===== src/rtl/spi_pkg.sv =====
// spi_pkg: types and SCK edge helpers shared by the SPI master and slave.
// Edge helpers take the idle level plus previous/current synchronized SCK.
package spi_pkg;

  typedef enum logic {
    IDLE,
    ACTIVE
  } spi_slv_state_t;

  function automatic logic lead_edge(
    input logic cpol,
    input logic prev,
    input logic cur
  );
    return (prev == cpol) && (cur != cpol);
  endfunction

  function automatic logic trail_edge(
    input logic cpol,
    input logic prev,
    input logic cur
  );
    return (prev != cpol) && (cur == cpol);
  endfunction

endpackage


===== src/rtl/spi_sync.sv =====
// spi_sync: N-stage flop synchronizer with a selectable reset level.
// Ports: clk, rst_n (async low), d (async in), q (synchronized out).
module spi_sync #(
  parameter int   STAGES  = 2,
  parameter logic RST_VAL = 1'b0
) (
  input  logic clk,
  input  logic rst_n,
  input  logic d,
  output logic q
);

  logic [STAGES-1:0] ff;

  always_ff @(posedge clk or negedge rst_n) begin
    if (!rst_n) ff <= {STAGES{RST_VAL}};
    else        ff <= {ff[STAGES-2:0], d};
  end

  assign q = ff[STAGES-1];

endmodule


===== src/rtl/spi_slave.sv =====
// spi_slave: oversampled SPI responder with rx strobe and tx holding buffer.
// Ports: clk_in/n_rst, SCK/SS/MOSI/MISO/MISO_oe pins, tx ready/valid, rx strobe, status.
module spi_slave
  import spi_pkg::*;
#(
  parameter int                   DATA_BITS = 8,
  parameter bit                   CPOL      = 1'b0,
  parameter bit                   CPHA      = 1'b0,
  parameter bit                   LSBF      = 1'b0,
  parameter logic [DATA_BITS-1:0] FILL      = '0
) (
  input  logic                 clk_in,
  input  logic                 n_rst,
  input  logic                 SCK,
  input  logic                 SS,
  input  logic                 MOSI,
  output logic                 MISO,
  output logic                 MISO_oe,
  input  logic [DATA_BITS-1:0] tx_data,
  input  logic                 tx_valid,
  output logic                 tx_ready,
  output logic [DATA_BITS-1:0] rx_data,
  output logic                 rx_valid,
  output logic                 tx_underrun,
  output logic                 busy
);

  localparam int CW = (DATA_BITS > 2) ? $clog2(DATA_BITS) : 1;
  localparam logic [CW-1:0] LAST = CW'(DATA_BITS - 1);

  logic sck_s, ss_s, mosi_s;
  logic sck_d, ss_d;

  spi_sync #(.STAGES(2), .RST_VAL(CPOL)) u_sck (
    .clk(clk_in), .rst_n(n_rst), .d(SCK), .q(sck_s)
  );
  spi_sync #(.STAGES(2), .RST_VAL(1'b1)) u_ss (
    .clk(clk_in), .rst_n(n_rst), .d(SS), .q(ss_s)
  );
  spi_sync #(.STAGES(2), .RST_VAL(1'b0)) u_mosi (
    .clk(clk_in), .rst_n(n_rst), .d(MOSI), .q(mosi_s)
  );

  spi_slv_state_t       state;
  logic [DATA_BITS-1:0] rx_shift;
  logic [DATA_BITS-1:0] tx_shift;
  logic [DATA_BITS-1:0] buf_data;
  logic [CW-1:0]        bit_cnt;
  logic                 buf_full;
  logic                 load_pend;
  logic                 fill_pend;

  logic lead, trail, smp, shf;
  logic ss_fall, ss_rise, last_bit, tx_bit;
  logic [DATA_BITS-1:0] rx_next, tx_next, word_src;

  assign lead     = lead_edge(CPOL, sck_d, sck_s);
  assign trail    = trail_edge(CPOL, sck_d, sck_s);
  assign smp      = CPHA ? trail : lead;
  assign shf      = CPHA ? lead : trail;
  assign ss_fall  = ss_d & ~ss_s;
  assign ss_rise  = ~ss_d & ss_s;
  assign last_bit = (bit_cnt == LAST);

  assign rx_next = LSBF ? {mosi_s, rx_shift[DATA_BITS-1:1]}
                        : {rx_shift[DATA_BITS-2:0], mosi_s};
  assign tx_next = LSBF ? (tx_shift >> 1) : (tx_shift << 1);
  assign word_src = buf_full ? buf_data : FILL;
  assign tx_bit  = LSBF ? tx_shift[0] : tx_shift[DATA_BITS-1];

  always_ff @(posedge clk_in or negedge n_rst) begin
    if (!n_rst) begin
      state       <= IDLE;
      sck_d       <= CPOL;
      ss_d        <= 1'b1;
      rx_shift    <= '0;
      tx_shift    <= '0;
      buf_data    <= '0;
      buf_full    <= 1'b0;
      bit_cnt     <= '0;
      load_pend   <= 1'b0;
      fill_pend   <= 1'b0;
      rx_data     <= '0;
      rx_valid    <= 1'b0;
      tx_underrun <= 1'b0;
    end else begin
      sck_d       <= sck_s;
      ss_d        <= ss_s;
      rx_valid    <= 1'b0;
      tx_underrun <= 1'b0;
      // Moves only happen with buf_full set, so accept never races a move.
      if (tx_valid && !buf_full) begin
        buf_data <= tx_data;
        buf_full <= 1'b1;
      end
      unique case (state)
        IDLE: begin
          if (ss_fall) begin
            state     <= ACTIVE;
            bit_cnt   <= '0;
            rx_shift  <= '0;
            fill_pend <= 1'b0;
            if (CPHA) begin
              load_pend <= 1'b1;
            end else begin
              load_pend <= 1'b0;
              tx_shift  <= word_src;
              if (buf_full) buf_full    <= 1'b0;
              else          tx_underrun <= 1'b1;
            end
          end
        end
        ACTIVE: begin
          if (ss_rise) begin
            state     <= IDLE;
            bit_cnt   <= '0;
            rx_shift  <= '0;
            load_pend <= 1'b0;
            fill_pend <= 1'b0;
          end else if (smp) begin
            rx_shift <= rx_next;
            if (fill_pend) begin
              tx_underrun <= 1'b1;
              fill_pend   <= 1'b0;
            end
            if (last_bit) begin
              rx_data   <= rx_next;
              rx_valid  <= 1'b1;
              bit_cnt   <= '0;
              load_pend <= 1'b1;
            end else begin
              bit_cnt <= bit_cnt + 1'b1;
            end
          end else if (shf) begin
            if (load_pend) begin
              load_pend <= 1'b0;
              tx_shift  <= word_src;
              // Mode-0 reload happens on the last trailing edge, before the
              // master commits to another word; flag underrun only once the
              // next word actually starts sampling.
              if (buf_full)  buf_full    <= 1'b0;
              else if (CPHA) tx_underrun <= 1'b1;
              else           fill_pend   <= 1'b1;
            end else begin
              tx_shift <= tx_next;
            end
          end
        end
        default: state <= IDLE;
      endcase
    end
  end

  assign MISO_oe  = ~ss_s;
  assign MISO     = ~ss_s & tx_bit;
  assign busy     = ~ss_s;
  assign tx_ready = ~buf_full;

endmodule


===== config.mk =====
export PLATFORM = sky130hd
export DESIGN_NAME = spi_slave
export DESIGN_NICKNAME = d
export VERILOG_FILES = /design/src/rtl/spi_pkg.sv /design/src/rtl/spi_sync.sv /design/src/rtl/spi_slave.sv
export SDC_FILE = /design/constraint.sdc
export NUM_CORES = 1
export LEC_CHECK = 0
export ABC_AREA = 1
export CAP_MARGIN = 15
export CORE_MARGIN = 3
export CORE_UTILIZATION = 40
export CTS_CLUSTER_SIZE = 24
export DETAILED_ROUTE_END_ITERATION = 8
export SLEW_MARGIN = 20
export SYNTH_ARGS = -nofsm -noshare
export SYNTH_HDL_FRONTEND = slang
export SYNTH_SLANG_ARGS = --single-unit

===== constraint.sdc =====
create_clock -name clk_in -period 1.4 [get_ports clk_in]
set_input_delay 0.14 -clock clk_in [delete_from_list [all_inputs] [get_ports clk_in]]
set_output_delay 0.14 -clock clk_in [all_outputs]
set_load 0.01 [all_outputs]

==> flow_summary.ini <==
[layout]
diodes = 0
final_layout_size_suffix_gt1_share_pct = 21.4
multi_input_area_um2 = 723
fin_nets = 272
fin_util_pct = 53.8
seq_area_mm2 = 0.00120
syn2layout_area_growth_pct = 28.4
instances_no_fill = 324
fillerInstances = 445

[power]
power_mw = 3.22
power_frac_clock_pct = 25.8
p_int_mw = 2.34
swShare_pct = 27.2
p_sw_mw = 0.877
p_leak_nw = 1.31
peakVddDrop_v = 0.000636
power.share.combinational_pct = 20.1
power_frac_seq_pct = 54.1
power.density_mw_per_mm2 = 1250

[route]
drc = 0
drt-vias-per-instance = 4.52
ant_nets = 0
num_vias = 1464
drtIter0Drc = 81
met2WireLength_um = 1510
finalWirelength_um = 3600
wl_met1_um = 1910
top_layer = met4
wl_met3_um = 125
avgRoutedWirePerCell_um = 11.1
drt_pass1_iterations = 4

[synth]
yosysSeqAreaShare_pct = 60.1
synth_nets = 230
synth.cell_area_mm2 = 0.00200
synth-seq-cells = 48
synth_cells = 214
yosysWarnings = 0
syn_avg_cell_area_um2 = 9.37
synth.distinct_cells = 23

[sta]
fin_skew_ns = 0.00496
setup_viol = 0
rsz0062_at_grt = yes
hold_ws_ns = 0.251
min_period_ns = 1.35
worst_pin_slew_ns = 0.308
maxSlewHeadroom_pct = 79.4
finalHoldViolations = 0
setup_ws_ns = 0.0456
fmax_ghz = 0.738
final_max_slew_viol_count = 0
timing.final.crit_share_pct = 96.7

[place]
dp_hpwl_um = 2510
place_inst = 312
port_buffers = 27
pre_cts_slack_ns = 0.00460
gp_congestion = 0.778

[clocking]
tritoncts = built
cts-root-buf = clkbuf_8
path_clk_slew_ns = 0.08
cts_buffers = 5
max-clock-path-buffers = 2
clock-sinks = 48
htree_levels = 2
clock_latency_ns = 0.29

[floorplan]
fp.coreArea_mm2 = 0.00479
die-area_mm2 = 0.00590
ioPinCount = 28
die_w_um = 76.8
initial_utilization_pct = 41.9
rows = 25
die_height_um = 76.8

[run_status]
status = finished clean

[grt]
antenna_found_initial = 0
grt_pass1_wl_um = 6270
grt_start_max_net_pins = 49
grt_overflow = 0
grt_usage_pct = 13.1
grt_pass1_vias = 1349

[setup_path]
start_kind = flop
crit_path_max_fanout = 6
arrival_ns = 1.54
critical_path_class = reg2reg
end_kind = flop
required_ns = 1.58

[hold_path]
hold_path.class = in2reg

[run]
max_cap_violations = 0
[what timing repair did]
action / 4_1_cts / 5_1_grt
setup endpoints to repair: 11 / 15
pin swaps: 0 / 6
gates resized for setup: 5 / 14
endpoints found under the hold margin: 45 / 0
hold buffers: 1 / 0
buffers inserted: 0 / 3
gates cloned: 0 / 0
[Yosys cell counts]
| cell | number | area share [%] |
|---|---|---|
| nand4_1 | 1 | 0.31 |
| o22ai_1 | 1 | 0.31 |
| inv_1 | 12 | 2.2 |
| ha_1 | 2 | 1.2 |
| clkinv_1 | 1 | 0.19 |
| buf_2 | 3 | 0.75 |
| o21ai_1 | 4 | 1.0 |
| dfrtp_1 | 45 | 56 |
| nand2_1 | 86 | 16 |
| inv_2 | 3 | 0.56 |
| nor2_4 | 1 | 0.56 |
| nand2_2 | 1 | 0.31 |
| or2_2 | 4 | 1.2 |
| a21oi_2 | 1 | 0.44 |
| nor2_1 | 4 | 0.75 |
| mux2_2 | 8 | 4.5 |
| dfstp_2 | 3 | 3.9 |
| or2_1 | 2 | 0.62 |
| nor2_2 | 2 | 0.62 |
| buf_4 | 5 | 1.9 |
| o21ai_0 | 3 | 0.75 |
| a21oi_1 | 4 | 1.0 |
| nand3_1 | 18 | 4.5 |
[power by group through the flow]
stage	Sequential (mW)	Combinational, mW	Clock [mW]
floorplan	1.72	0.427	0
global placement	1.76	0.598	0
detailed placement	1.77	0.613	0
CTS	1.74	0.611	0.857
global route	1.78	0.744	0.916
finish	1.74	0.648	0.831
[worst max-delay path, stage by stage, from the launching register on]
cell	delay, ns
dfstp_2	0.58
inv_4	0.06
nor2_4	0.13
nor2_2	0.06
nand2_1	0.08
nand2_2	0.09
buf_6	0.15
nand3_2	0.05
nand2_1	0.06
[through the flow]
step | setup TNS, ns | instance area [µm²]
6_report | 0 | 2570
5_1_grt | -0.353 | 2570
4_1_cts | 0 | 2500
3_5_place_dp | 0 | 2400
3_3_place_gp | 0 | 2400
2_1_floorplan | 0 | 2000
[kinds of logic after synthesis]
group,share of synthesized area [%]
AND/OR/NAND/NOR,25.0
flip-flops,60.1
buffers and inverters,5.62
AO/OA/AOI/OAI,3.50
multiplexers,4.49
adder cells (fa/ha/maj),1.25
[path summary, 6_finish.rpt]
| path | to | depth (start not counted) | slack, ns | startpoint |
|---|---|---|---|---|
| max | tx_shift[6] | 8 | 0.05 | u_ss.ff[1] |
| min | u_ss.ff[0] | 1 | 0.25 | SS |
| max reg2reg | tx_shift[6] | 8 | 0.05 | u_ss.ff[1] |
| min reg2reg | u_mosi.ff[1] | 0 | 0.35 | u_mosi.ff[0] |
| max in group asynchronous | u_ss.ff[0] | 3 | 0.76 | n_rst |
| min in group asynchronous | tx_shift[4] | 3 | 0.35 | n_rst |
[registers in the layout, indices dropped and copies added, names as in the netlist]
register / flops
buf_data: 8
state: 1
fill_pend: 1
rx_valid: 1
bit_cnt: 3
load_pend: 1
tx_underrun: 1
sck_d: 1
rx_shift: 7
u_ss.ff: 2
u_sck.ff: 2
tx_shift: 8
ss_d: 1
u_mosi.ff: 2
buf_full: 1
rx_data: 8
[routing by layer]
layer | GRT usage [%] | up-vias
li1 | - | 754
met1 | 19.5 | 684
met2 | 17.9 | 20
met3 | 3.87 | 6
met4 | 4.89 | 0
met5 | 0 | -
[layout make-up]
class	instances	area share [%]
well taps	67	3.26
clock buffers	8	3.50
multi-input cells	142	28.1
flip-flops and latches	48	46.8
inverters	16	2.48
repair buffers	43	15.8
[layout by cell type, fill, tap and decap left out, types with 2 or more instances in the layout]
| master | n |
|---|---|
| or2_2 | 4 |
| clkbuf_8 | 6 |
| nand2_2 | 2 |
| a21oi_1 | 3 |
| dfrtp_1 | 45 |
| dfstp_2 | 3 |
| o21ai_1 | 4 |
| buf_4 | 11 |
| clkdlybuf4s50_1 | 22 |
| nand2_1 | 85 |
| o21ai_0 | 3 |
| nor2_1 | 4 |
| inv_1 | 11 |
| buf_6 | 3 |
| ha_1 | 2 |
| dlygate4sd2_1 | 3 |
| nand3_1 | 12 |
| nand3_2 | 6 |
| or2_1 | 2 |
| clkbuf_1 | 2 |
| mux2_2 | 8 |
| a21oi_2 | 2 |
| nor2_2 | 2 |
| inv_2 | 3 |
Note: power is estimated with default switching activity, not from simulation.
